### src/rtl/ysyx_23060236_arbiter.sv
// ============================================================================
// ysyx_23060236_arbiter - whole-transaction round-robin IFU/LSU AXI4 arbiter. Rev 1.0
// ============================================================================
`default_nettype none

module ysyx_23060236_arbiter (
    input  logic        clock,
    input  logic        reset,
    // IFU read master
    input  logic        ifu_arvalid,
    input  logic [31:0] ifu_araddr,
    input  logic [3:0]  ifu_arid,
    input  logic [7:0]  ifu_arlen,
    input  logic [2:0]  ifu_arsize,
    input  logic [1:0]  ifu_arburst,
    output logic        ifu_arready,
    output logic        ifu_rvalid,
    output logic [1:0]  ifu_rresp,
    output logic [31:0] ifu_rdata,
    output logic        ifu_rlast,
    output logic [3:0]  ifu_rid,
    input  logic        ifu_rready,
    // LSU read/write master
    input  logic        lsu_arvalid,
    input  logic [31:0] lsu_araddr,
    input  logic [3:0]  lsu_arid,
    input  logic [7:0]  lsu_arlen,
    input  logic [2:0]  lsu_arsize,
    input  logic [1:0]  lsu_arburst,
    output logic        lsu_arready,
    output logic        lsu_rvalid,
    output logic [1:0]  lsu_rresp,
    output logic [31:0] lsu_rdata,
    output logic        lsu_rlast,
    output logic [3:0]  lsu_rid,
    input  logic        lsu_rready,
    input  logic        lsu_awvalid,
    input  logic [31:0] lsu_awaddr,
    input  logic [3:0]  lsu_awid,
    input  logic [7:0]  lsu_awlen,
    input  logic [2:0]  lsu_awsize,
    input  logic [1:0]  lsu_awburst,
    output logic        lsu_awready,
    input  logic        lsu_wvalid,
    input  logic [31:0] lsu_wdata,
    input  logic [3:0]  lsu_wstrb,
    input  logic        lsu_wlast,
    output logic        lsu_wready,
    output logic        lsu_bvalid,
    output logic [1:0]  lsu_bresp,
    output logic [3:0]  lsu_bid,
    input  logic        lsu_bready,
    // Merged master toward the MMU
    output logic        out_awvalid,
    input  logic        out_awready,
    output logic [31:0] out_awaddr,
    output logic [3:0]  out_awid,
    output logic [7:0]  out_awlen,
    output logic [2:0]  out_awsize,
    output logic [1:0]  out_awburst,
    output logic        out_wvalid,
    input  logic        out_wready,
    output logic [31:0] out_wdata,
    output logic [3:0]  out_wstrb,
    output logic        out_wlast,
    input  logic        out_bvalid,
    output logic        out_bready,
    input  logic [1:0]  out_bresp,
    input  logic [3:0]  out_bid,
    output logic        out_arvalid,
    input  logic        out_arready,
    output logic [31:0] out_araddr,
    output logic [3:0]  out_arid,
    output logic [7:0]  out_arlen,
    output logic [2:0]  out_arsize,
    output logic [1:0]  out_arburst,
    input  logic        out_rvalid,
    output logic        out_rready,
    input  logic [1:0]  out_rresp,
    input  logic [31:0] out_rdata,
    input  logic        out_rlast,
    input  logic [3:0]  out_rid
);

    typedef enum logic [1:0] {
        IDLE   = 2'd0,
        IFU_RD = 2'd1,
        LSU_RD = 2'd2,
        LSU_WR = 2'd3
    } state_t;

    state_t state_q, state_d;
    logic   last_grant_q, last_grant_d;   // 0 = IFU, 1 = LSU
    logic   lsu_req;

    assign lsu_req = lsu_awvalid | lsu_arvalid;

    // Response payloads are broadcast; only the valids are steered.
    assign ifu_rresp = out_rresp;
    assign ifu_rdata = out_rdata;
    assign ifu_rlast = out_rlast;
    assign ifu_rid   = out_rid;
    assign lsu_rresp = out_rresp;
    assign lsu_rdata = out_rdata;
    assign lsu_rlast = out_rlast;
    assign lsu_rid   = out_rid;
    assign lsu_bresp = out_bresp;
    assign lsu_bid   = out_bid;

    always_ff @(posedge clock or posedge reset) begin
        if (reset) begin
            state_q      <= IDLE;
            last_grant_q <= 1'b0;
        end else begin
            state_q      <= state_d;
            last_grant_q <= last_grant_d;
        end
    end

    always_comb begin
        state_d      = state_q;
        last_grant_d = last_grant_q;
        ifu_arready  = 1'b0;
        ifu_rvalid   = 1'b0;
        lsu_arready  = 1'b0;
        lsu_rvalid   = 1'b0;
        lsu_awready  = 1'b0;
        lsu_wready   = 1'b0;
        lsu_bvalid   = 1'b0;
        out_awvalid  = 1'b0;
        out_awaddr   = 32'd0;
        out_awid     = 4'd0;
        out_awlen    = 8'd0;
        out_awsize   = 3'b010;
        out_awburst  = 2'd0;
        out_wvalid   = 1'b0;
        out_wdata    = 32'd0;
        out_wstrb    = 4'd0;
        out_wlast    = 1'b0;
        out_bready   = 1'b0;
        out_arvalid  = 1'b0;
        out_araddr   = 32'd0;
        out_arid     = 4'd0;
        out_arlen    = 8'd0;
        out_arsize   = 3'b010;
        out_arburst  = 2'd0;
        out_rready   = 1'b0;

        case (state_q)
            IDLE: begin
                // LSU wins on contention unless it held the previous grant.
                if (lsu_req && (!ifu_arvalid || !last_grant_q)) begin
                    state_d      = lsu_awvalid ? LSU_WR : LSU_RD;
                    last_grant_d = 1'b1;
                end else if (ifu_arvalid) begin
                    state_d      = IFU_RD;
                    last_grant_d = 1'b0;
                end
            end
            IFU_RD: begin
                out_arvalid = ifu_arvalid;
                out_araddr  = ifu_araddr;
                out_arid    = ifu_arid;
                out_arlen   = ifu_arlen;
                out_arsize  = ifu_arsize;
                out_arburst = ifu_arburst;
                ifu_arready = out_arready;
                ifu_rvalid  = out_rvalid;
                out_rready  = ifu_rready;
                if (out_rvalid && ifu_rready && out_rlast) state_d = IDLE;
            end
            LSU_RD: begin
                out_arvalid = lsu_arvalid;
                out_araddr  = lsu_araddr;
                out_arid    = lsu_arid;
                out_arlen   = lsu_arlen;
                out_arsize  = lsu_arsize;
                out_arburst = lsu_arburst;
                lsu_arready = out_arready;
                lsu_rvalid  = out_rvalid;
                out_rready  = lsu_rready;
                if (out_rvalid && lsu_rready && out_rlast) state_d = IDLE;
            end
            LSU_WR: begin
                out_awvalid = lsu_awvalid;
                out_awaddr  = lsu_awaddr;
                out_awid    = lsu_awid;
                out_awlen   = lsu_awlen;
                out_awsize  = lsu_awsize;
                out_awburst = lsu_awburst;
                lsu_awready = out_awready;
                out_wvalid  = lsu_wvalid;
                out_wdata   = lsu_wdata;
                out_wstrb   = lsu_wstrb;
                out_wlast   = lsu_wlast;
                lsu_wready  = out_wready;
                lsu_bvalid  = out_bvalid;
                out_bready  = lsu_bready;
                if (out_bvalid && lsu_bready) state_d = IDLE;
            end
            default: state_d = IDLE;
        endcase
    end

endmodule

`default_nettype wire

### config.mk
export PLATFORM = sky130hd
export DESIGN_NAME = ysyx_23060236_arbiter
export DESIGN_NICKNAME = d
export VERILOG_FILES = /design/src/rtl/ysyx_23060236_arbiter.sv
export SDC_FILE = /design/constraint.sdc
export NUM_CORES = 1
export LEC_CHECK = 0
export ABC_CLOCK_PERIOD_IN_PS = 1800
export CORE_AREA = 3 3 185 187
export CTS_CLUSTER_DIAMETER = 120
export DETAILED_ROUTE_END_ITERATION = 7
export DIE_AREA = 0 0 188 190
export PLACE_DENSITY = 0.38
export SYNTH_ARGS = -nofsm -noshare
export SYNTH_HDL_FRONTEND = slang
export SYNTH_SLANG_ARGS = --single-unit
### constraint.sdc
create_clock -name clock -period 1.8 [get_ports clock]
set_input_delay 0.36 -clock clock [delete_from_list [all_inputs] [get_ports clock]]
set_output_delay 0.36 -clock clock [all_outputs]
set_load 0.1 [all_outputs]
## After elaboration in Yosys (flattened, before gate mapping)

Cells that the tools add are included.

- Flip-flop bits (word level): 3
- Input port bits: 243
- Output and inout bits: 231
- Logic and storage cells: 57

- Equal/unequal tests: 7
- Mux-type cells: 34
- Bitwise operators: 1
- Reduce and logical (&&, ||, !) cells: 13

Operators with widths:

| operator | number |
|---|---|
| $mux 32 | 2 |
| $pmux 32 s2 | 1 |
| $pmux 8 s2 | 1 |
| $mux 1 | 14 |
| $mux 2 | 6 |
| $mux 4 | 2 |
| $mux 8 | 1 |
| $pmux 2 s4 | 1 |
| $pmux 4 s2 | 1 |
| $logic_and 1x1->1 | 6 |
| $ne 2x2->1 const B | 3 |
| $pmux 3 s2 | 1 |
| $eq 2x2->1 const B | 2 |
| $pmux 1 s2 | 2 |
| $pmux 2 s2 | 1 |
| $reduce_and 4->1 | 1 |
| $mux 3 | 1 |
| $ne 3x3->1 const B | 1 |
| $eq 2x1->1 const B | 1 |
| $logic_not 1->1 | 2 |
| $logic_not 2->1 | 1 |
| $reduce_and 2->1 | 1 |
| $reduce_bool 2->1 | 1 |
| $logic_or 1x1->1 | 1 |
| $or 1x1->1 | 1 |

## Depth between registers and ports, before layout

Gate-level depths: netlist of run 1.

- Depth in word-level cells: 5
- Mapped depth: 6
- Gate-level depth less buffers: 6

## Worst setup path after synthesis of run 1

No wires, ideal clock.

- Kind: reg2out
- Start point: reg state_q[0]
- End point: out out_araddr[0]
- Arrival time: 2514 ps
- Data required time: 1440 ps
- Setup slack: -1074 ps
- Stages on the path, launching flop included: 7
- Path buffers: 2
- Path through: dfrtp_1 inv_1 ha_1 buf_2 clkbuf_1 a22oi_1 nor2b_1

- Word-level cells in the longest chain between the ends: 2

Ends and longest elaborated chain:

| element | RTL line | text |
|---|---|---|
| start: declaration | 92 | `state_t state_q, state_d;` |
| start signal: assignment | 115 | `state_q <= state_d;` |
| $eq 2x2->1 / $eq 2x1->1 (equally long branches) | 149 | `case (state_q)` |
| $pmux 32 s2 * | 149 |  |
| end: declaration | 72 | `output logic [31:0] out_araddr,` |

Every way passes the cells marked *; elsewhere a longest branch is shown, timed or not.

## Worst setup path in the final report of run 1

- Start point: reg state_q[1]
- End point: out out_araddr[8]

The elaborated chain is that of the path after synthesis.

==> flow_summary.toml, run 1 <==
[run_status]
outcome = "complete, but fails checks"
failed_checks = "setup timing"

[critical_path]
worst-endpoint-arrival_ns = 1.69
crit_path_end_kind = "output port"
reg2reg_slack_ns = 0.13
regToRegStartpoint = "state_q[0]$_DFFE_PP0P_"
critical_path.startpoint_type = "flop"
r2r-end = "state_q[0]$_DFFE_PP0P_"
timing.critical_path.fanout_max = 13
r2r.worst_path.cells = 7
critical_path_class = "reg2out"
crit_required_ns = 1.44

[sta]
worst_slew_margin_relative_to_its_limit_pct = 81.1
setup_ws_ns = -0.254
timing_max_transition_violations_final = 0
max_freq_ghz = 0.487
worst_hold_slack_ns = 0.314
timing.final.hold_violations = 0
fin_skew_ns = 0.000766
worst_slew_pin_slew_ns = 0.284
final.period_utilization_pct = 114
timing.final.setup_violations = 147
rsz0062_at_grt = "yes"
timing.final.crit_period_ns = 2.05

[clock_tree]
cts_made_buffers = 3
cts_max_path_buffers = 2
cts_sinks = 3
h-tree-depth = 1
clk-insertion-delay-late_ns = 0.23
tritoncts = "yes"
worst_setup_hold_path_clk_slew_ns = 0.03
clock-root-buffer = "sky130_fd_sc_hd__clkbuf_16"

[yosys]
yosys.area_share.adder_pct = 2.20
postSynthAreaPerCell_um2 = 6.75
netlist_instances = 337
synth_compound_gate_area_share_pct = 17.6
main_area_contributors_after_synthesis = "sky130_fd_sc_hd__buf_4 (28%), sky130_fd_sc_hd__and2_1 (26%), sky130_fd_sc_hd__a22oi_1 (17%)"
synth_area_um2 = 2270
netlist.top_cell.by_area = "sky130_fd_sc_hd__buf_4"
postSynthNetCount = 584
yosys.cell_types.count = 17
synth_xor_xnor_area_share_pct = 0
yosys.cell_count.top_type = "sky130_fd_sc_hd__and2_1"
ys_seq_elements = 3
synth_sequential_area_ratio_pct = 3.30
most_used_dff_post_synth = "sky130_fd_sc_hd__dfrtp_1"
yosysTopAreaCellShare_pct = 27.7
main_combinational_cell_family_by_area_after_synthesis = "simple AND/OR/NAND/NOR gates"
post_synth_and_or_nand_nor_area_fraction_pct = 42.9
async_flop_share_pct = 100
ys.warnings.count = 0
edff_count_synth = 0
synth.mux.area_fraction_pct = 0.881
yosys-top-cells-count = "sky130_fd_sc_hd__and2_1 (95), sky130_fd_sc_hd__buf_4 (84), sky130_fd_sc_hd__a22oi_1 (51), sky130_fd_sc_hd__nor2b_1 (51), sky130_fd_sc_hd__clkbuf_1 (21)"

[finish]
final_layout_size_suffix_gt1_share_pct = 63.8
finalNonFillerCells = 1071
syn2layout_area_growth_pct = 287
nets = 877
antenna_cells_inserted = 0

[routing]
detail-route-antenna-nets = 0
initialDrtViolationCount = 40
vias_per_cell = 3.18
vias = 3402
detailedRoute.firstPassIterationCount = 4
detailed_route_drc_error_count = 0
avgRoutedWirePerCell_um = 16.4
routed_wirelength_mm = 17.6

[grt]
grt_pass1_vias = 3537
grt_max_degree = 36
overflow = 0
grt_first_pass_wirelength_mm = 23.4
initial_antenna_violation_count = 1
track_usage_pct = 8.72

[floorplanning]
die_width_um = 188
fp.dieArea_um2 = 35700
top_level_ports = 474
die_height_um = 190
placement_rows = 66
design.core.area_um2 = 32600
starting_utilization_of_the_core_area_pct = 6.97

[power]
worst_ir_drop_vdd_v = 0.000820
power.static_leakage_nw = 3.38
power_per_cell_area_nw_per_um2 = 1730

[placement]
port_buffers = 347
dpl.cell_count = 1044
globalplace.congestion = 0.758
place.detailed.hpwl_mm = 14.2

[hold_path]
min-delay-path-class = "in2async"

[run]
maxCapViolCount = 0
-- what timing repair did --
item / 4_1_cts / 5_1_grt
setup buffers: 5 / 8
pin swaps: 0 / 18
resized for setup: 58 / 78
hold buffers: 0 / 0
setup endpoints to repair: 147 / 147
gates cloned: 5 / 6
endpoints found under the hold margin: 0 / 0
-- layout make-up --
cell class	instances	area (um2)
Clock buffer	4	78.8
Fill cell	3381	23800
Inverter	4	15.0
Multi-Input combinational cell	219	2330
Sequential cell	3	76.3
Tap cell	442	553
Timing Repair Buffer	399	5740
-- registers in the layout (all words and copies together), names as in the netlist --
| signal | flops |
|---|---|
| state_q | 2 |
| last_grant_q | 1 |
-- worst max-delay path: stages (launching register included) --
cell and delay [ns]:
sky130_fd_sc_hd__dfrtp_1 0.39, sky130_fd_sc_hd__buf_4 0.15, sky130_fd_sc_hd__ha_4 0.16, sky130_fd_sc_hd__buf_12 0.15, sky130_fd_sc_hd__buf_4 0.16, sky130_fd_sc_hd__a22oi_2 0.20
sky130_fd_sc_hd__nor2b_4 0.07, sky130_fd_sc_hd__buf_12 0.16
-- metal layers --
layer | wire [um] | global-route usage [%] | vias to the layer above | share of wire, %
met5 | 13 | 0 | - | 0.074
li1 | - | - | 1603 | -
met2 | 9210 | 16.4 | 240 | 52
met3 | 2000 | 4.20 | 32 | 11
met4 | 316 | 2.22 | 2 | 1.8
met1 | 6060 | 8.57 | 1525 | 34
-- where the power goes --
group	total [W]	internal (W)	switching (W)
sequential	0.000138	0.000102	0.0000361
combinational	0.0147	0.00628	0.00842
clock	0.000362	0.000293	0.0000693
total	0.0152	0.00667	0.00853
-- per-stage QoR --
stage / setup WS [ns] / total power (W) / utilization, % / TNS, ns / cell area [um2]
finish: -0.254 / 0.0152 / 27.0 / -27.66 / 8790
global route: -0.308 / 0.0157 / 27.0 / -33.52 / 8790
CTS: -0.271 / 0.0145 / 25.8 / -30.41 / 8410
detailed placement: -0.0583 / 0.0135 / 24.4 / -2.43 / 7960
global placement: -0.0836 / 0.0136 / 24.4 / -3.53 / 7960
floorplan: -0.0985 / 0.00951 / - / -9.36 / 2950
-- cell usage in the layout, fill, tap and decap left out, drive strengths merged --
master and count:
and2 95, ha 4, clkdlybuf4s50 198, nand3 2
nor2 3, clkbuf 8, a31oi 1, nand2b 1
buf 197, nor2b 51, a222oi 1, dfrtp 3
nand3b 1, a22oi 51, nand2 7, mux2i 2
inv 4
-- cells by family (layout without fill, tap and decap cells) --
group	Yosys count	after routing
flip-flops	3	3
AO/OA/AOI/OAI	53	53
buffers and inverters	115	407
adder cells (fa/ha/maj)	4	4
multiplexers	2	2
AND/OR/NAND/NOR	160	160
-- worst max path at each step --
stage	slack, ns	start	cells past startpoint	endpoint
after floorplan	-0.1	state_q[1]$_DFFE_PP0P_	6	out_araddr[0]
after global placement	-0.08	lsu_arvalid	6	state_q[1]$_DFFE_PP0P_
after detailed placement	-0.06	state_q[1]$_DFFE_PP0P_	7	out_arlen[7]
after CTS	-0.27	state_q[1]$_DFFE_PP0P_	7	out_araddr[27]
after global routing	-0.31	state_q[0]$_DFFE_PP0P_	7	out_arlen[1]
final	-0.25	state_q[1]$_DFFE_PP0P_	7	out_araddr[8]
(Power assumes the default switching activity.)
==> inputs of run 2 (changes only) <==
--- a/config.mk
+++ b/config.mk
@@ -14,3 +14,4 @@
 export SYNTH_ARGS = -nofsm -noshare
 export SYNTH_HDL_FRONTEND = slang
 export SYNTH_SLANG_ARGS = --single-unit
+export TNS_END_PERCENT = 1
==> run 2 against run 1 <==
Net effect: the run still ends with setup timing left; clock skew about the same; global-route usage down 0.38 points; routed wire length decreased by 10%; combinational power shrank 11%; clock power is 4% lower; worst setup slack better by 0.045 ns; highest routed layer is now met4.
==> flow_summary.toml, run 2 (same netlist as run 1, synthesis figures left out) <==
[run_status]
outcome = "complete, but fails checks"
failed_checks = "setup timing"

[clock_tree]
tritoncts = "yes"
cts_max_path_buffers = 2
cts_sinks = 3
clk-insertion-delay-late_ns = 0.22
clock-root-buffer = "sky130_fd_sc_hd__clkbuf_16"
h-tree-depth = 1
worst_setup_hold_path_clk_slew_ns = 0.03
cts_made_buffers = 3
post-cts-setup-buffer-count = 0
postCtsHoldBufs = 0

[sta]
timing.final.crit_period_ns = 2.01
fin_skew_ns = 0.000966
worst_slew_margin_relative_to_its_limit_pct = 79.1
timing.final.setup_violations = 109
rsz0062_at_grt = "yes"
timing_max_transition_violations_final = 0
setup_ws_ns = -0.209
setup_total_negative_slack_ns = -12.25
timing.final.hold_violations = 0
final.period_utilization_pct = 112
worst_slew_pin_slew_ns = 0.313
max_freq_ghz = 0.498

[routing]
avgRoutedWirePerCell_um = 15.3
detailedRoute.firstPassIterationCount = 4
detail-route-antenna-nets = 0
initialDrtViolationCount = 45
detailed_route_drc_error_count = 0
vias = 3233
vias_per_cell = 3.12
routed_wirelength_mm = 15.8

[power]
power_per_cell_area_nw_per_um2 = 1710
worst_ir_drop_vdd_v = 0.000733
clockPowerShare_pct = 2.6
sw_frac_of_total_pct = 58.8
seq_power_share_pct = 1.1
post-layout-total-power_w = 0.0136
power_frac_comb_pct = 96.3
power.net_switching_w = 0.00797
power.static_leakage_nw = 3.03
intPower_w = 0.00559

[critical_path]
timing.critical_path.fanout_max = 24
r2r.worst_path.cells = 6
startpoint = "state_q[0]$_DFFE_PP0P_"
crit_path_end = "out_araddr[21]"
critical_path.startpoint_type = "flop"
reg2reg_slack_ns = 0.21
r2r-end = "state_q[1]$_DFFE_PP0P_"
crit_path_end_kind = "output port"
worst-endpoint-arrival_ns = 1.65
crit_required_ns = 1.44
critical_path_class = "reg2out"
regToRegStartpoint = "state_q[0]$_DFFE_PP0P_"

[placement]
place.detailed.hpwl_mm = 14.0
globalplace.congestion = 0.736
port_buffers = 347

[finish]
largest_register_ffs = 2
antenna_cells_inserted = 0
mostFrequentLayoutCells = "sky130_fd_sc_hd__clkdlybuf4s50_1 (198), sky130_fd_sc_hd__buf_12 (156), sky130_fd_sc_hd__and2_2 (84), sky130_fd_sc_hd__nor2b_4 (50), sky130_fd_sc_hd__a22oi_1 (47)"
final_common_cell = "sky130_fd_sc_hd__clkdlybuf4s50_1"
syn2layout_area_growth_pct = 249
largestRegisters = "state_q x2, last_grant_q x1"
nets = 842
final_layout_size_suffix_gt1_share_pct = 54.2
register_with_the_most_flip_flops = "state_q"
postLayoutCoreUtil_pct = 24.3

[grt]
grt_first_pass_wirelength_mm = 23.0
grt_pass1_vias = 3443
grt_max_degree = 55
track_usage_pct = 8.34
initial_antenna_violation_count = 1
overflow = 0

[floorplanning]
die_height_um = 190
placement_rows = 66
starting_utilization_of_the_core_area_pct = 6.97
die_width_um = 188
design.core.area_um2 = 32600
fp.dieArea_um2 = 35700
top_level_ports = 474

[hold_path]
min-delay-path-class = "in2async"

[run]
maxCapViolCount = 0
## run 2: cell count changes in the layout (fill, tap and decap cells not counted), sizes merged
cell    change
clkbuf      -4
buf        -31
## run 2: worst min path at each step
stage          slack (ns)                  endpoint  cells past startpoint                startpoint
2_1_floorplan        0.11  last_grant_q$_DFFE_PP0P_                      1                     reset
3_3_place_gp         0.48  last_grant_q$_DFFE_PP0P_                      1  last_grant_q$_DFFE_PP0P_
3_5_place_dp         0.47  last_grant_q$_DFFE_PP0P_                      1  last_grant_q$_DFFE_PP0P_
4_1_cts              0.44    state_q[0]$_DFFE_PP0P_                      2                     reset
5_1_grt              0.44    state_q[0]$_DFFE_PP0P_                      2                     reset
6_report             0.39  last_grant_q$_DFFE_PP0P_                      2                     reset
## run 2: per-layer routing
metal	wire, um	global-route usage, %
met1	5930	9.39
met2	7760	14.5
met3	1840	3.48
met4	299	2.40
met5	0	0
## run 2: cell type report
class | instances | area (um2)
multi-input cells | 219 | 2010
clock buffers | 4 | 78.8
inverters | 4 | 15.0
repair buffers | 364 | 5190
well taps | 442 | 553
flip-flops and latches | 3 | 77.6
fillers | 3475 | 24700
## run 2: metrics by stage
step / hold WS (ns) / setup WS [ns] / std cells / instance area, um2
2_1_floorplan: 0.114 / -0.120 / 337 / 2810
3_3_place_gp: 0.477 / -0.0137 / 1032 / 7760
3_5_place_dp: 0.473 / -0.0421 / 1032 / 7760
4_1_cts: 0.438 / -0.214 / 1036 / 7900
5_1_grt: 0.441 / -0.270 / 1036 / 7920
6_report: 0.393 / -0.209 / 1036 / 7920
## run 2: worst max-delay path, stage by stage (launching register included)
cell and delay [ns]:
sky130_fd_sc_hd__dfrtp_2 0.44, sky130_fd_sc_hd__inv_2 0.12, sky130_fd_sc_hd__ha_4 0.19, sky130_fd_sc_hd__buf_12 0.18, sky130_fd_sc_hd__a22oi_1 0.14, sky130_fd_sc_hd__nor2b_4 0.15
sky130_fd_sc_hd__buf_12 0.18
## run 2: power groups by stage
stage / registers [W] / clock network (W) / logic, W
3_5_place_dp: 0.000127 / 0 / 0.0131
2_1_floorplan: 0.000119 / 0 / 0.00915
4_1_cts: 0.000151 / 0.000352 / 0.0132
5_1_grt: 0.000153 / 0.000359 / 0.0135
3_3_place_gp: 0.000125 / 0 / 0.0131
6_report: 0.000151 / 0.000348 / 0.0131
## run 2: what timing repair did
| item | in CTS | in global routing |
|---|---|---|
| gates cloned | 0 | 0 |
| pin swaps | 1 | 0 |
| setup endpoints to repair | 146 | 141 |
| resized for setup | 11 | 9 |
==> patch, RTL diff (settings of run 1) <==
Encoding of `state_t`: now one-hot (4 bits for 4 states).
--- a/src/rtl/ysyx_23060236_arbiter.sv
+++ b/src/rtl/ysyx_23060236_arbiter.sv
@@ -84,7 +84,7 @@
 
-    typedef enum logic [1:0] {
-        IDLE   = 2'd0,
-        IFU_RD = 2'd1,
-        LSU_RD = 2'd2,
-        LSU_WR = 2'd3
+    typedef enum logic [3:0] {
+        IDLE   = 4'b0001,
+        IFU_RD = 4'b0010,
+        LSU_RD = 4'b0100,
+        LSU_WR = 4'b1000
     } state_t;
Formal check against the unedited RTL: no difference found for any inputs over 10 cycles, from zero or initial values and one cycle with reset high; not proved beyond that.
==> patch against run 1 <==
- the flow still finishes with violations (negative setup slack)
- cell count shrank 5.9%
- count of clock-buffer cells in the layout is the same
- worst setup slack lost 0.071 ns
- clock skew is essentially flat
- routed wire length shrank 19%
- power shrank 39%
- largest cell class unchanged
- cell area shrank 7.6%
- synthesized area shrank 7.4%
- register-to-register slack is essentially flat
- critical path depth shrank 1
- hold slack gained 0.031 ns
- sequential cell count grew 2
- via count shrank 9.0%
==> patch: results (changes against run 1) <==
Synth Net Count -> 526 (-9.9%)
Fillers -> 3395 (+0.41%)
top cells by area, synth -> buf_4, and2_1, a22o_1
Via density -> 3.072 (-3.3%)
top flop regs -> state_q x4, last_grant_q x1
DR WL met2 -> 7.313 mm (-21%)
RR Endpoint -> state_q[0]
wire length per cell -> 14.07 um (-14%)
antenna cells -> 0 (unchanged)
Final Wtd Congestion -> 0.6972 (-8.0%)
Met3 Wirelength -> 2.169 mm (+8.6%)
CP max-delay cell -> dfrtp_1
Nets -> 810 (-7.6%)
skew final -> 0.0004113 ns (-0.0003551 ns)
vias in the first global route -> 3356 (-5.1%)
r2r setup slk -> 0.13 ns (about the same)
maximum VDD drop -> 0.5242 mV (-36%)
routing usage on met3 -> 0.04293 (+0.0009213)
largest net degree at the start of global routing -> 18 (-50%)
highest routed layer -> met4
met2 capacity usage during global routing -> 0.1342 (-0.02977)
Netlist cell types -> 20 (+3)
leakage -> 3.292 nW (-2.5%)
final setup vio count -> 147 (unchanged)
final setup margin -> -0.3251 ns (-0.07122 ns)
Commonest cells post-synth -> and2_1, buf_4, a22o_1
status -> finished with violations
crit path DAT -> 1.77 ns (+0.08 ns)
share of the yosys chip area belonging to registers -> 0.06005 (+0.02703)
Cell Area, Placed -> 0.007919 mm^2 (-0.47%)
met1 Usage GRT -> 0.07092 (-0.01479)
violated checks -> negative setup slack
Post-Route Setup TNS -> -40.43 ns (-12.78 ns)
Critical Path Max Stage Delay -> 0.37 ns (-0.02 ns)
crit path max fanout -> 12 (-1)
Sw Ratio -> 0.5621 (+0.0009608)
reg2reg start -> state_q[3]
first-pass GRT wire length -> 20.31 mm (-13%)
layout cells sized above 1 -> 0.6060 (-0.03151)
dpl hpwl -> 12.89 mm (-9.3%)
initial DRC count -> 42 (+5.0%)
sum of routed wire segments on met1 -> 4.510 mm (-26%)
initial antenna violation count -> 0 (-1)
worst slew pin tran -> 0.3029 ns (+0.01878 ns)
All-Layer GR Usage -> 0.07320 (-0.01399)
## patch: cell families (layout without fill, tap and decap cells)
group / Yosys count / after routing / share of synthesized area
and+or+nand+nor: 112 / 112 / 0.3478
DFF: 5 / 5 / 0.06005
buffers and inverters: 109 / 392 / 0.3591
AOI/OAI and AO/OA: 57 / 57 / 0.2331
## patch: power by group through the flow
stage | logic, mW | clock network (mW) | registers [mW]
after global placement | 8.61 | 0 | 0.259
after global routing | 8.91 | 0.381 | 0.261
after floorplan | 5.99 | 0 | 0.248
final | 8.66 | 0.367 | 0.252
after CTS | 8.75 | 0.374 | 0.254
after detailed placement | 8.60 | 0 | 0.265
## patch: through the flow
stage                     std cells  worst slack, ns    util  hold slack [ns]
after floorplan                 283          -0.3743       -           0.1377
after global placement          996          -0.1178  0.2428           0.5378
after detailed placement        996          -0.1125  0.2428           0.5270
after CTS                      1007          -0.3486  0.2485           0.3659
after global routing           1008          -0.3822  0.2490           0.3804
final                          1008          -0.3251  0.2490           0.3458
## patch: how the worst max path moves through the flow
stage                     from       endpoint  slack, ns  cells after the start
finish              state_q[3]    out_arid[1]      -0.33                      6
global placement    state_q[3]   out_arlen[3]      -0.12                      6
floorplan           state_q[0]  out_arsize[1]      -0.37                      4
detailed placement  state_q[3]  out_arsize[0]      -0.11                      6
global route        state_q[3]   out_arlen[4]      -0.38                      6
CTS                 state_q[3]   out_arlen[4]      -0.35                      6
## patch: final cells by class
cell class / instances / share of cell area
clock buffers: 4 / 0.009706
inverters: 3 / 0.001387
multi-input cells: 169 / 0.2302
flip-flops and latches: 5 / 0.01571
well taps: 442 / 0.06809
repair buffers: 385 / 0.6749
## patch: what timing repair did
item | CTS | global route
setup endpoints to repair | 147 | 147
gates cloned | 1 | 0
setup buffers | 6 | 1
gates resized for setup | 13 | 1
pin swaps | 8 | 2
